--- src/rtl/cordic_pkg.sv ---
// Shared constants, helpers and FSM encoding for the iterative CORDIC divider.
package cordic_pkg;

    localparam int DEF_CORDIC_QUAN = 16;

    typedef enum logic [1:0] {
        IDLE = 2'd0,
        RUN  = 2'd1,
        DONE = 2'd2
    } state_e;

    function automatic int iters(input int quan);
        return quan + 1;
    endfunction

    function automatic longint sat_max(input int quan);
        return (longint'(2) << quan) - 1;
    endfunction

endpackage

--- src/rtl/lin_vec_step.sv ---
// One linear-vectoring micro-rotation: drives yr toward zero, accumulating the quotient in zr.
module lin_vec_step
    import cordic_pkg::*;
#(
    parameter int W           = 34,
    parameter int CORDIC_QUAN = DEF_CORDIC_QUAN,
    parameter int KW          = 5
) (
    input  logic signed [W-1:0]  xr,
    input  logic signed [W-1:0]  yr,
    input  logic signed [W-1:0]  zr,
    input  logic        [KW-1:0] k,
    output logic signed [W-1:0]  yr_nxt,
    output logic signed [W-1:0]  zr_nxt
);

    logic signed [W-1:0] x_shift;
    logic signed [W-1:0] z_step;

    // NOTE: every output gets a value on every path through this block, so no latch is inferred.
    always_comb begin
        x_shift = xr >>> k;
        z_step  = W'(1) << (KW'(CORDIC_QUAN) - k);
        if (yr[W-1]) begin
            yr_nxt = yr + x_shift;
            zr_nxt = zr - z_step;
        end else begin
            yr_nxt = yr - x_shift;
            zr_nxt = zr + z_step;
        end
    end

endmodule

--- src/rtl/cordic_div_ctrl.sv ---
// Iterative signed divider q = y / x in Q(CORDIC_QUAN): operand normalisation, range check,
// a time-shared micro-rotation step and valid/ready handshakes on both sides.
module cordic_div_ctrl
    import cordic_pkg::*;
#(
    parameter int DATA_WIDTH  = 32,
    parameter int CORDIC_QUAN = DEF_CORDIC_QUAN
) (
    input  logic                  clk,
    input  logic                  rst_n,
    input  logic                  in_valid,
    output logic                  in_ready,
    input  logic [DATA_WIDTH-1:0] x_in,
    input  logic [DATA_WIDTH-1:0] y_in,
    output logic                  out_valid,
    input  logic                  out_ready,
    output logic [DATA_WIDTH-1:0] q_out,
    output logic                  ovf_out
);

    localparam int W     = DATA_WIDTH + 2;
    localparam int MSB   = DATA_WIDTH - 1;
    localparam int ITERS = iters(CORDIC_QUAN);
    localparam int KW    = $clog2(ITERS + 1);

    localparam logic [KW-1:0]         K_LAST = KW'(CORDIC_QUAN);
    localparam logic [DATA_WIDTH-1:0] Q_POS  = DATA_WIDTH'(sat_max(CORDIC_QUAN));
    localparam logic [DATA_WIDTH-1:0] Q_NEG  = -Q_POS;

    localparam logic [1:0] ST_IDLE = IDLE;
    localparam logic [1:0] ST_RUN  = RUN;
    localparam logic [1:0] ST_DONE = DONE;

    logic [1:0]          state;
    logic signed [W-1:0] xr, yr, zr;
    logic signed [W-1:0] yr_nxt, zr_nxt;
    logic [KW-1:0]       k;
    logic                ovf, sgn;

    logic signed [W-1:0] x_ext, y_ext, x_norm, y_norm, y_abs;
    logic                x_zero, ovf_cap, sgn_cap;

    assign in_ready  = (state == ST_IDLE);
    assign out_valid = (state == ST_DONE);

    // A negative divisor flips both operands so xr is never negative and the quotient is unchanged.
    always_comb begin
        x_ext   = {{2{x_in[MSB]}}, x_in};
        y_ext   = {{2{y_in[MSB]}}, y_in};
        x_norm  = x_in[MSB] ? -x_ext : x_ext;
        y_norm  = x_in[MSB] ? -y_ext : y_ext;
        y_abs   = y_in[MSB] ? -y_ext : y_ext;
        x_zero  = (x_in == '0);
        ovf_cap = x_zero || (y_abs >= (x_norm <<< 1));
        sgn_cap = x_zero ? y_in[MSB] : (y_in[MSB] ^ x_in[MSB]);
    end

    lin_vec_step #(
        .W           (W),
        .CORDIC_QUAN (CORDIC_QUAN),
        .KW          (KW)
    ) u_step (
        .xr     (xr),
        .yr     (yr),
        .zr     (zr),
        .k      (k),
        .yr_nxt (yr_nxt),
        .zr_nxt (zr_nxt)
    );

    // NOTE: state registers use non-blocking assignments so every flop samples pre-edge values.
    always_ff @(posedge clk or negedge rst_n) begin
        if (!rst_n) begin
            state   <= ST_IDLE;
            xr      <= '0;
            yr      <= '0;
            zr      <= '0;
            k       <= '0;
            ovf     <= 1'b0;
            sgn     <= 1'b0;
            q_out   <= '0;
            ovf_out <= 1'b0;
        end else begin
            case (state)
                ST_IDLE: begin
                    if (in_valid) begin
                        xr    <= x_norm;
                        yr    <= y_norm;
                        zr    <= '0;
                        k     <= '0;
                        ovf   <= ovf_cap;
                        sgn   <= sgn_cap;
                        state <= ST_RUN;
                    end
                end
                ST_RUN: begin
                    yr <= yr_nxt;
                    zr <= zr_nxt;
                    k  <= k + KW'(1);
                    // The final iteration's zr is taken straight from the step output.
                    if (k == K_LAST) begin
                        state   <= ST_DONE;
                        ovf_out <= ovf;
                        q_out   <= ovf ? (sgn ? Q_NEG : Q_POS) : zr_nxt[DATA_WIDTH-1:0];
                    end
                end
                ST_DONE: begin
                    if (out_ready) state <= ST_IDLE;
                end
                default: state <= ST_IDLE;
            endcase
        end
    end

endmodule

--- config.mk ---
export PLATFORM = sky130hd
export DESIGN_NAME = cordic_div_ctrl
export DESIGN_NICKNAME = d
export VERILOG_FILES = /design/src/rtl/cordic_pkg.sv /design/src/rtl/lin_vec_step.sv /design/src/rtl/cordic_div_ctrl.sv
export SDC_FILE = /design/constraint.sdc
export NUM_CORES = 1
export LEC_CHECK = 0
export ABC_AREA = 0
export CAP_MARGIN = 20
export CORE_ASPECT_RATIO = 0.5
export CORE_MARGIN = 2
export CORE_UTILIZATION = 25
export CTS_BUF_LIST = sky130_fd_sc_hd__clkbuf_4 sky130_fd_sc_hd__clkbuf_8
export DETAILED_ROUTE_END_ITERATION = 16
export PLACE_DENSITY = 0.45
export SYNTH_ARGS = -nofsm -noshare
export SYNTH_HDL_FRONTEND = slang
export SYNTH_SLANG_ARGS = --single-unit
--- constraint.sdc ---
create_clock -name clk -period 16.4 [get_ports clk]
set_input_delay 1.64 -clock clk [delete_from_list [all_inputs] [get_ports clk]]
set_output_delay 1.64 -clock clk [all_outputs]
set_load 0.01 [all_outputs]
* Word level (Yosys, flattened, before mapping) *
Cells that the tools add are included.

word-level totals
  bits in registers = 144
  bits of input ports = 68
  output and inout port bits = 35
  logic and storage cells = 53

operators by class
  add/subtract/negate cells = 8
  $lt $le $gt $ge = 1
  equality and inequality tests = 6
  shift operators = 2
  mux-type cells = 18
  bitwise logic cells = 1
  reduce and logical (&&, ||, !) cells = 8

operators by type and width
  cell                  count
  $mux 34               7
  $pmux 34 s2           2
  $add 34x34->34        2
  $neg 32->34           2
  $sub 34x34->34        2
  $mux 32               2
  $ge 34x34->1          1
  $shl 1x5->34 const A  1
  $sshr 34x5->34        1
  $logic_not 32->1      1
  $pmux 5 s2            1
  $mux 2                3
  $pmux 2 s3            1
  $reduce_and 2->1      3
  $add 5x1->5 const B   1
  $eq 5x5->1 const B    1
  $mux 5                1
  $sub 5x5->5 const A   1
  $ne 2x2->1 const B    2
  $reduce_and 3->1      1
  $eq 2x1->1 const B    1
  $eq 2x2->1 const B    1
  $logic_not 2->1       1
  $ne 2x1->1 const B    1
  4 further kinds       4

* Longest topological paths before layout *
Gate-level depths: netlist of the first run.

  word-level depth = 5
  depth in mapped cells = 28
  mapped depth without buffers = 24

* Modules after synthesis *
From an unflattened synthesis of the first run, not the netlist that was laid out.

second synthesis, totals
  cells, all modules = 2,006
  area, all modules = 15,912.8 um^2

modules (own cells, without submodules)
  module           instances  cells an instance  area an instance (um^2)  seq. area each (um^2)
  cordic_div_ctrl  1          979                8,408.1                  3,603.5
  lin_vec_step     1          1,027              7,504.7                  0.0

* Worst setup path before layout of the first run *
No wires, ideal clock.

  kind = register -> register
  start = register k[0]
  end = register q_out[29]
  library setup time = 0.072 ns
  data arrival time = 5.737 ns
  required time = 16.328 ns
  slack = 10.591 ns
  cell stages (with the launch flop) = 28
  path buffers = 4
  clock period less this slack = 5.809 ns
  cells stage by stage = dfrtp_1 > buf_4 > buf_6 > buf_6 > inv_2 > ha_1 > and2_1 > ha_1 > clkbuf_1 > nor2_1 > nand2_1 > ha_1 > o21ai_0 > nor3_1 > o21ai_0 > nand2_1 > a22oi_1 > ha_1 > a21o_1 > a21o_1 > a21o_1 > a21o_1 > a221o_1 > a2111oi_0 > nor3_1 > a21oi_1 > mux2_2 > nor2_1

between the ends
  cells in the longest elaborated chain, start to end = 5
  elaborated cells on any way between the ends = 8
  classes of those cells = add/sub: 3; eq/ne: 1; shift: 1; mux: 2; reduce/logical: 1

ends and longest elaborated chain
  element                                                  line                                    text
  start: declaration                                       cordic_div_ctrl.sv:37                   logic [KW-1:0] k;
  start signal: assignment                                 cordic_div_ctrl.sv:99                   k <= k + KW'(1);
  $sub 5x5->5                                              lin_vec_step.sv:23                      z_step = W'(1) << (KW'(CORDIC_QUAN) - k);
  $shl 1x5->34                                             lin_vec_step.sv:23
  $add 34x34->34 / $sub 34x34->34 (equally long branches)  lin_vec_step.sv:29, lin_vec_step.sv:26
  $mux 34                                                  lin_vec_step.sv:24                      if (yr[W-1]) begin
  $mux 32                                                  cordic_div_ctrl.sv:104                  q_out <= ovf ? (sgn ? Q_NEG : Q_POS) : zr_nxt[DATA_WIDTH-1:0];
  end signal: assignment                                   cordic_div_ctrl.sv:104
  end: declaration                                         cordic_div_ctrl.sv:17                   output logic [DATA_WIDTH-1:0] q_out,

Several ways; a longest one is shown, not always the timed one.
A chain may end at the register's enable or synchronous reset.

* Worst setup path in the final report of the first run *
  start = register k[1]
  end = register q_out[29]

The elaborated chain is that of the path after synthesis.

==> flow_metrics.tcl, run 1 <==
set metrics [dict create \
    wirelength_um 55100 \
    synth_cells 1940 \
    status "complete, no violations" \
    slowest_stage "a2111oi_0" \
    htreeDepth 4 \
    antenna_found_initial 1 \
    cts_setup_buffers 0 \
    placed_area_sq_mm 0.0176 \
    cp_max_fo 67 \
    fin_crit_ns 7.06 \
    max_freq_ghz 0.142 \
    cts_root_buf "clkbuf_8" \
    vias_per_cell 5.22 \
    drtPass1Iterations 6 \
    grt_use_total 0.168 \
    area_delta_synth_final_pct 13.1 \
    worstSkewPairLatency_ns 0.53 \
    cp_data_required_time_ns 16.85 \
    fin_skew_ns 0.0251 \
    avgSynthCellArea_sq_um 8.18 \
    synthFlopType "dfrtp_1" \
    critPathCaptureType "register" \
    drive_above_1_share 0.0827 \
    io_buffer_count 102 \
    crit_path_cell_trace "buf_4 > inv_1 > ha_1 > and2_1 > ha_1 > nor2_1 > nand2_1 > ha_1 > o21ai_0 > nor3_1 > o21ai_0 > nand2_1 > a22oi_1 > ha_1 > a21o_1 > a21o_1 > a21o_1 > a21o_1 > a221o_1 > a2111oi_0 > nor3_1 > a21oi_1 > mux2_2 > nor2_1" \
    via_count 14668 \
    grt_max_degree 91 \
    synth_cell_types 85 \
    fin_crit_sh 0.431 \
    slew_headroom 0.231 \
    cp-start-kind "register" \
    cts-buffers-inserted 17 \
    cp.arrival_ns 7.51 \
    cts_tree "yes" \
    dieArea_sq_mm 0.0657 \
    dieWidth_um 360 \
    finalWorstSetupSlack_ns 9.34 \
    path_clk_slew_ns 0.09 \
    synthArstFlopShare 1.00 \
    report.final.hold_viol_count 0 \
    cp_slowest_stage_delay_ns 0.67 \
    final-setup-viol-count 0 \
    core_sq_mm 0.0629 \
    overflow 0 \
    ioPinCount 103 \
    start_util 0.252 \
    cts.sinks 142 \
    grt_pass1_wl_um 86100 \
    tightest_slew_ns 1.15 \
    synth.yosys.warnings 0 \
    maxCapViolCount 0 \
    cts-resized-gates 0 \
    drt-initial-drc-count 1439 \
    critPathKind "reg2reg" \
    synth_edf_count 0 \
    num-nets-final 2139 \
    whs_ns 0.487 \
    remaining_drc_errors 0 \
    syn-cell-area_sq_mm 0.0159 \
    place.gp.congestion 0.883 \
    tns_ns 0 \
    syn-num-nets 2122 \
    rows 65 \
    dp_hpwl_um 41800 \
    synth_seq_area_share 0.224 \
    finalInstanceArea_sq_mm 0.0180 \
    grt_pass1_vias 13979 \
    hold_class "reg2reg" \
    dieHeight_um 182 \
    drv_slew 0 \
    drtAntennaViolNets 0 \
    wl_per_cell_um 19.6 \
    ys_ff_latch 142 \
    ctsHoldBuffers 0 \
    cts_buffer_depth 2 \
    rsz0062_at_grt "no" \
    pre_cts_ws_ns 9.45 \
]
==> layout by cell type, fill, tap and decap left out, types with 7 or more instances in the layout <==
cell type	count
nand2_1	241
o21ai_0	198
dfrtp_1	138
a21oi_1	115
nor2_1	113
ha_1	112
xor2_1	103
clkdlybuf4s50_1	100
xnor2_1	78
a21o_1	59
nand3_1	55
mux4_2	46
mux2i_1	43
inv_1	40
nor3_1	39
o211ai_1	33
o31ai_1	33
mux2_2	32
nand2b_1	28
a31oi_1	27
or3_1	25
nand4_1	21
buf_4	19
clkbuf_8	17
nor2b_1	16
a211oi_1	14
nor3b_1	12
o21a_1	12
a22oi_1	10
o41ai_1	10
o22ai_1	9
and2_1	9
or2_2	8
a211o_1	7
and3_1	7
or4_1	7
==> worst max-delay path, delay by kind of cell (launching register included) <==
family	cells	cell delay, ns
compound gates	10	2.58
fa+ha+maj	4	1.36
buf+inv	2	0.94
flops	1	0.35
mux	1	0.36
simple gates	7	1.37
==> per-layer routing <==
layer  routed length [um]  track usage  share of wire
met1                27700        0.245           0.50
met2                24500        0.264           0.44
met3                 2330       0.0236          0.042
met4                  584       0.0305          0.011
met5                    0            0              0
==> synthesized netlist by cell type, types with 12 or more instances <==
cell type | count | area, sq um
nand2_1 | 242 | 908
o21ai_0 | 198 | 991
dfrtp_1 | 142 | 3550
a21oi_1 | 115 | 576
nor2_1 | 113 | 424
ha_1 | 112 | 1400
xor2_1 | 103 | 902
clkbuf_1 | 83 | 312
xnor2_1 | 78 | 683
a21o_1 | 59 | 443
nand3_1 | 56 | 280
mux4_2 | 46 | 1040
mux2i_1 | 43 | 430
inv_1 | 40 | 150
nor3_1 | 39 | 195
o211ai_1 | 33 | 248
o31ai_1 | 33 | 248
mux2_2 | 32 | 360
nand2b_1 | 29 | 181
a31oi_1 | 27 | 169
or3_1 | 25 | 156
buf_2 | 21 | 105
nand4_1 | 21 | 131
nor2b_1 | 17 | 106
a211oi_1 | 14 | 105
nor3b_1 | 12 | 90.1
o21a_1 | 12 | 90.1
==> path summary, 6_finish.rpt <==
| check | from | end | slack (ns) | cells past startpoint |
|---|---|---|---|---|
| min in group asynchronous | rst_n | q_out[28] | 1.17 | 1 |
| max | k[1] | q_out[29] | 9.34 | 24 |
| max reg2reg | k[1] | q_out[29] | 9.34 | 24 |
| min | ovf_out | ovf_out | 0.49 | 2 |
| max in group asynchronous | rst_n | yr[1] | 13.76 | 2 |
| min reg2reg | ovf_out | ovf_out | 0.49 | 2 |
==> state kept, by name, summed over array words and instances, names as in the netlist <==
name / flops
k: 5
ovf: 1
ovf_out: 1
q_out: 32
sgn: 1
state: 2
xr: 34
yr: 34
zr: 32
==> per-stage QoR <==
stage | utilization | std cells
after floorplan | - | 1940
after global placement | 0.279 | 2775
after detailed placement | 0.279 | 2775
after CTS | 0.285 | 2807
after global routing | 0.285 | 2807
final | 0.285 | 2808
==> cell families after synthesis <==
| logic type | after synthesis | share of synthesized area |
|---|---|---|
| buffers and inverters | 165 | 0.0446 |
| XOR/XNOR | 181 | 0.0999 |
| other | 1 | 0.000236 |
| flip-flops | 142 | 0.224 |
| AO/OA/AOI/OAI | 599 | 0.239 |
| adder cells (fa/ha/maj) | 114 | 0.0908 |
| AND/OR/NAND/NOR | 616 | 0.186 |
| multiplexers | 122 | 0.116 |
==> area by class of cell <==
cell class	instances	area [sq um]
Clock buffer	20	256
Sequential cell	142	3560
Multi-Input combinational cell	1633	11600
Fill cell	6821	45000
Timing Repair Buffer	121	1160
Clock inverter	12	135
Antenna cell	1	2.50
Inverter	42	158
Tap cell	837	1050
Power of run 1 is left out: the tool's default activity adds up to more than one toggle a clock period on the data nets, which glitch-free logic cannot reach.
==> run 2, diff against run 1 <==
==> constraint.sdc (replaced) <==
create_clock -name clk -period 7.1 [get_ports clk]
set_input_delay 0.71 -clock clk [delete_from_list [all_inputs] [get_ports clk]]
set_output_delay 0.71 -clock clk [all_outputs]
set_load 0.01 [all_outputs]
==> run 2 against run 1 <==
Final cell count increased by 0.43%. Fmax increased by 13%. Flip-flop and latch count unchanged. Final area increased by 0.62%. First-iteration DRC count decreased by 21%. Die area unchanged. Clock skew increased by 0.0012 ns. Register-to-register slack got worse by 8.5 ns. Wire length increased by 1.1%. Non-clock buffer count increased by 11. Largest cell class unchanged.
==> flow_metrics.tcl, run 2 (synthesized netlist as in run 1, its figures left out) <==
set metrics [dict create \
    overflow 0 \
    max_freq_ghz 0.159 \
    cts-buffers-inserted 17 \
    cp_max_fo 15 \
    final-setup-viol-count 0 \
    fin_cells 2820 \
    placed_area_sq_mm 0.0177 \
    cp.depth 21 \
    gr-usage-met2 0.258 \
    area_delta_synth_final_pct 13.8 \
    grt_busiest_layer "met2" \
    r2r_setup_slack_ns 0.82 \
    remaining_drc_errors 0 \
    drv_slew 0 \
    start_util 0.252 \
    finalInstanceArea_sq_mm 0.0181 \
    grt_pass1_wl_um 87100 \
    grt_use_total 0.169 \
    tightest_slew_ns 0.979 \
    dieWidth_um 360 \
    io_buffer_count 102 \
    drt-initial-drc-count 1134 \
    rsz0062_at_grt "no" \
    htreeDepth 4 \
    cp_data_required_time_ns 7.48 \
    cp-endpoint "yr[32]" \
    place.gp.congestion 0.882 \
    fin_crit_sh 0.884 \
    cts_tree "yes" \
    startpoint "k[1]" \
    dieHeight_um 182 \
    final_common_cell "nand2_1" \
    drive_above_1_share 0.0878 \
    tns_ns 0 \
    cts_root_buf "clkbuf_8" \
    rr_endpoint "yr[32]" \
    dp.cells 2786 \
    fin_crit_ns 6.28 \
    crit_path_cell_trace "mux4_2 > mux2i_1 > mux4_2 > o221ai_1 > nor3b_1 > nand3b_1 > nor2_1 > buf_4 > nor2_1 > xnor2_1 > ha_1 > a21oi_1 > nand3_1 > a21oi_1 > nor3_1 > nand3_1 > o31ai_1 > buf_4 > o21ai_0 > o311ai_0 > o211ai_1" \
    critPathTopFamily "simple AND/OR/NAND/NOR gates" \
    drtPass1Iterations 5 \
    vias_per_cell 5.24 \
    ioPinCount 103 \
    ff2ff_path_depth 21 \
    status "complete, no violations" \
    mostFrequentLayoutCells "nand2_1 (241), o21ai_0 (198), dfrtp_1 (138), a21oi_1 (115), nor2_1 (113)" \
    hold_class "in2async" \
    top_regs "xr (34), yr (34)" \
    cts.sinks 142 \
    core_sq_mm 0.0629 \
    worstSkewPairLatency_ns 0.53 \
    report.final.hold_viol_count 0 \
    cp_slowest_stage_delay_ns 0.62 \
    via_count 14764 \
    cts_buffer_depth 2 \
    path_clk_slew_ns 0.10 \
    rows 65 \
    dp_hpwl_um 42900 \
    slowest_stage "dfrtp_2" \
    cp.arrival_ns 6.65 \
    num-nets-final 2150 \
    wl_per_cell_um 19.7 \
    antenna_found_initial 2 \
    cts_setup_buffers 0 \
    wirelength_um 55700 \
    critPathKind "reg2reg" \
    drtAntennaViolNets 0 \
    slew_headroom 0.348 \
    grt_max_degree 71 \
    worstReg2RegStart "k[1]" \
    dieArea_sq_mm 0.0657 \
    cp-start-kind "register" \
    fin_skew_ns 0.0263 \
    crit_buf_inv 2 \
    grt_use_met3 0.0221 \
    grt_pass1_vias 14102 \
    critPathCaptureType "register" \
    use_met1 0.248 \
    ctsHoldBuffers 0 \
    post-route-util 0.287 \
    cts-resized-gates 0 \
    maxCapViolCount 0 \
]
run 2: changes by cell type in the layout (fill, tap and decap cells not counted), moves of 2 or more:
cell	delta
clkinv_2	-2
buf_4	+8
buf_12	+3
clkinvlp_4	+3
inv_8	+2
clkinv_4	-2
run 2: worst min path at each step:
stage / startpoint / slack (ns) / end / cells past startpoint
floorplan: rst_n / 0.41 / k[0] / 0
global placement: q_out[20] / 0.47 / q_out[20] / 2
detailed placement: q_out[0] / 0.47 / q_out[0] / 1
CTS: rst_n / 0.08 / q_out[28] / 1
global route: rst_n / 0.09 / q_out[30] / 1
finish: rst_n / 0.09 / q_out[30] / 1
run 2: through the flow:
stage	hold WS (ns)	worst slack, ns
final	0.0909	0.823
after global routing	0.0902	0.262
after CTS	0.0788	0.872
after detailed placement	0.472	0.949
after global placement	0.466	0.925
after floorplan	0.414	1.29
run 2: final cells by class:
class	instances	area, sq um
fill	6773	44900
multi-input combinational	1633	11600
clock buffer	19	249
sequential	142	3560
inverter	42	158
timing repair buffer	132	1280
tap	837	1050
clock inverter	13	131
antenna	2	5.00
run 2: per-layer routing:
layer / routed length, um / vias to the layer above
met5: 0 / -
met2: 24100 / 328
li1: - / 7227
met1: 28200 / 7162
met3: 2150 / 47
met4: 1200 / 0
run 2: worst reg2reg max path, stage by stage (launching register included):
cell	delay, ns
dfrtp_2	0.62
mux4_2	0.57
mux2i_1	0.47
mux4_2	0.41
o221ai_1	0.18
nor3b_1	0.43
nand3b_1	0.33
nor2_1	0.18
buf_4	0.20
nor2_1	0.07
xnor2_1	0.16
ha_1	0.37
a21oi_1	0.13
nand3_1	0.11
a21oi_1	0.06
nor3_1	0.46
nand3_1	0.16
o31ai_1	0.31
buf_4	0.20
o21ai_0	0.18
o311ai_0	0.41
o211ai_1	0.14
Power of run 2 is left out for the same reason.
==> run 3, diff against run 2 <==
--- a/config.mk
+++ b/config.mk
@@ -8,11 +8,12 @@
 export ABC_AREA = 0
 export CAP_MARGIN = 20
 export CORE_ASPECT_RATIO = 0.5
-export CORE_MARGIN = 2
 export CORE_UTILIZATION = 25
 export CTS_BUF_LIST = sky130_fd_sc_hd__clkbuf_4 sky130_fd_sc_hd__clkbuf_8
 export DETAILED_ROUTE_END_ITERATION = 16
 export PLACE_DENSITY = 0.45
+export SKIP_CTS_REPAIR_TIMING = 1
 export SYNTH_ARGS = -nofsm -noshare
 export SYNTH_HDL_FRONTEND = slang
+export SYNTH_HIERARCHICAL = 1
 export SYNTH_SLANG_ARGS = --single-unit
==> run 3 against run 2 <==
Flip-flop and latch count is the same. Clock skew decreased by 0.0011 ns. Count of clock-buffer cells in the layout is 2 lower. Die area fell by 2.3%. Sequential share of layout area down 0.16 points. Final cell count increased by 2.6%.
==> flow_metrics.tcl, run 3 <==
set metrics [dict create \
    place.gp.congestion 0.927 \
    overflow 0 \
    cts_tree "yes" \
    dieArea_sq_mm 0.0641 \
    cts_root_buf "clkbuf_8" \
    tightest_slew_ns 0.880 \
    startpoint "k[1]" \
    critPathKind "reg2reg" \
    placed_area_sq_mm 0.0178 \
    ioPinCount 103 \
    avgSynthCellArea_sq_um 7.93 \
    fin_crit_sh 0.912 \
    grt_use_total 0.187 \
    antenna_found_initial 0 \
    cp_max_fo 16 \
    cts_buffer_depth 2 \
    cts.sinks 142 \
    num-nets-final 2232 \
    fin_crit_ns 6.48 \
    syn-cell-area_sq_mm 0.0158 \
    synth.yosys.warnings 6 \
    drive_above_1_share 0.0977 \
    start_util 0.255 \
    top_regs "xr (34), yr (34)" \
    remaining_drc_errors 0 \
    cp-start-kind "register" \
    max_freq_ghz 0.154 \
    finalInstanceArea_sq_mm 0.0182 \
    cts-buffers-inserted 17 \
    io_buffer_count 102 \
    rsz0062_at_grt "no" \
    dieWidth_um 357 \
    wirelength_um 60300 \
    dp_hpwl_um 46500 \
    critPathCaptureType "register" \
    worstSkewPairLatency_ns 0.53 \
    drtPass1Iterations 5 \
    dieHeight_um 180 \
    rows 64 \
    grt_max_degree 93 \
    final-setup-viol-count 0 \
    slew_headroom 0.409 \
    tns_ns 0 \
    htreeDepth 4 \
    core_sq_mm 0.0617 \
    status "complete, no violations" \
    mostFrequentLayoutCells "nand2_1 (310), o21ai_0 (240), dfrtp_1 (137), a21oi_1 (136), xnor2_1 (112)" \
    syn-num-nets 2165 \
    grt_pass1_vias 14558 \
    report.final.hold_viol_count 0 \
    synth_cells 1988 \
    vias_per_cell 5.31 \
    grt_pass1_wl_um 92300 \
    via_count 15361 \
    area_delta_synth_final_pct 15.7 \
    cp.arrival_ns 6.89 \
    drt-initial-drc-count 1077 \
    fillers 6617 \
    cp_data_required_time_ns 7.51 \
    wl_per_cell_um 20.8 \
    fin_skew_ns 0.0252 \
    post-route-util 0.296 \
    maxCapViolCount 0 \
    worstReg2RegStart "k[1]" \
    path_clk_slew_ns 0.10 \
    hold_class "in2async" \
    final_common_cell "nand2_1" \
    drtAntennaViolNets 0 \
    drv_slew 0 \
]
==> run 3: worst paths after layout <==
path	end	slack [ns]	cells after the start
worst max register to register	yr[33]	0.62	22
worst min-delay path	yr[0]	0.08	1
worst min register to register	q_out[30]	0.48	2
worst max-delay path	yr[33]	0.62	22
min in group clk	q_out[30]	0.48	2
max in group asynchronous	k[1]	5.81	2
==> run 3: critical path: stages, from the launching register on <==
cell and delay, ns:
dfrtp_4 0.63, mux4_2 0.55, mux2_2 0.35, a221oi_2 0.46, ha_1 0.28, o311ai_2 0.15
nor4_2 0.52, a31oi_1 0.17, xnor2_1 0.36, ha_1 0.35, a21oi_1 0.29, o21ai_0 0.16
a221oi_1 0.33, nor2_1 0.08, nor3_1 0.31, nand2_1 0.14, a311oi_1 0.37, o21ai_0 0.20
a31oi_1 0.24, xnor2_1 0.10, nand2_1 0.06, nand2_1 0.06, a22o_1 0.21
==> run 3: per-stage QoR <==
step,setup WS [ns],hold slack (ns),instances
2_1_floorplan,1.31,0.414,1988
3_3_place_gp,0.388,0.462,2859
3_5_place_dp,0.289,0.471,2859
4_1_cts,0.325,0.0599,2891
5_1_grt,0.0416,0.0825,2893
6_report,0.622,0.0770,2894
==> run 3: routing by layer <==
| layer | GRT usage | vias to the layer above | wire [um] |
|---|---|---|---|
| li1 | - | 7381 | - |
| met1 | 0.266 | 7496 | 29300 |
| met2 | 0.294 | 412 | 27000 |
| met3 | 0.0294 | 72 | 2820 |
| met4 | 0.0444 | 0 | 1240 |
| met5 | 0 | - | 0 |
==> run 3: layout make-up <==
| cell class | count | area, sq um | area share |
|---|---|---|---|
| Clock inverter | 15 | 130 | 0.00713 |
| Antenna cell | 1 | 2.50 | 0.000137 |
| Inverter | 43 | 161 | 0.00885 |
| Timing Repair Buffer | 172 | 1580 | 0.0863 |
| Clock buffer | 17 | 234 | 0.0128 |
| Multi-Input combinational cell | 1679 | 11500 | 0.633 |
| Sequential cell | 142 | 3560 | 0.195 |
| Tap cell | 825 | 1030 | 0.0566 |
Power of run 3 is left out for the same reason.
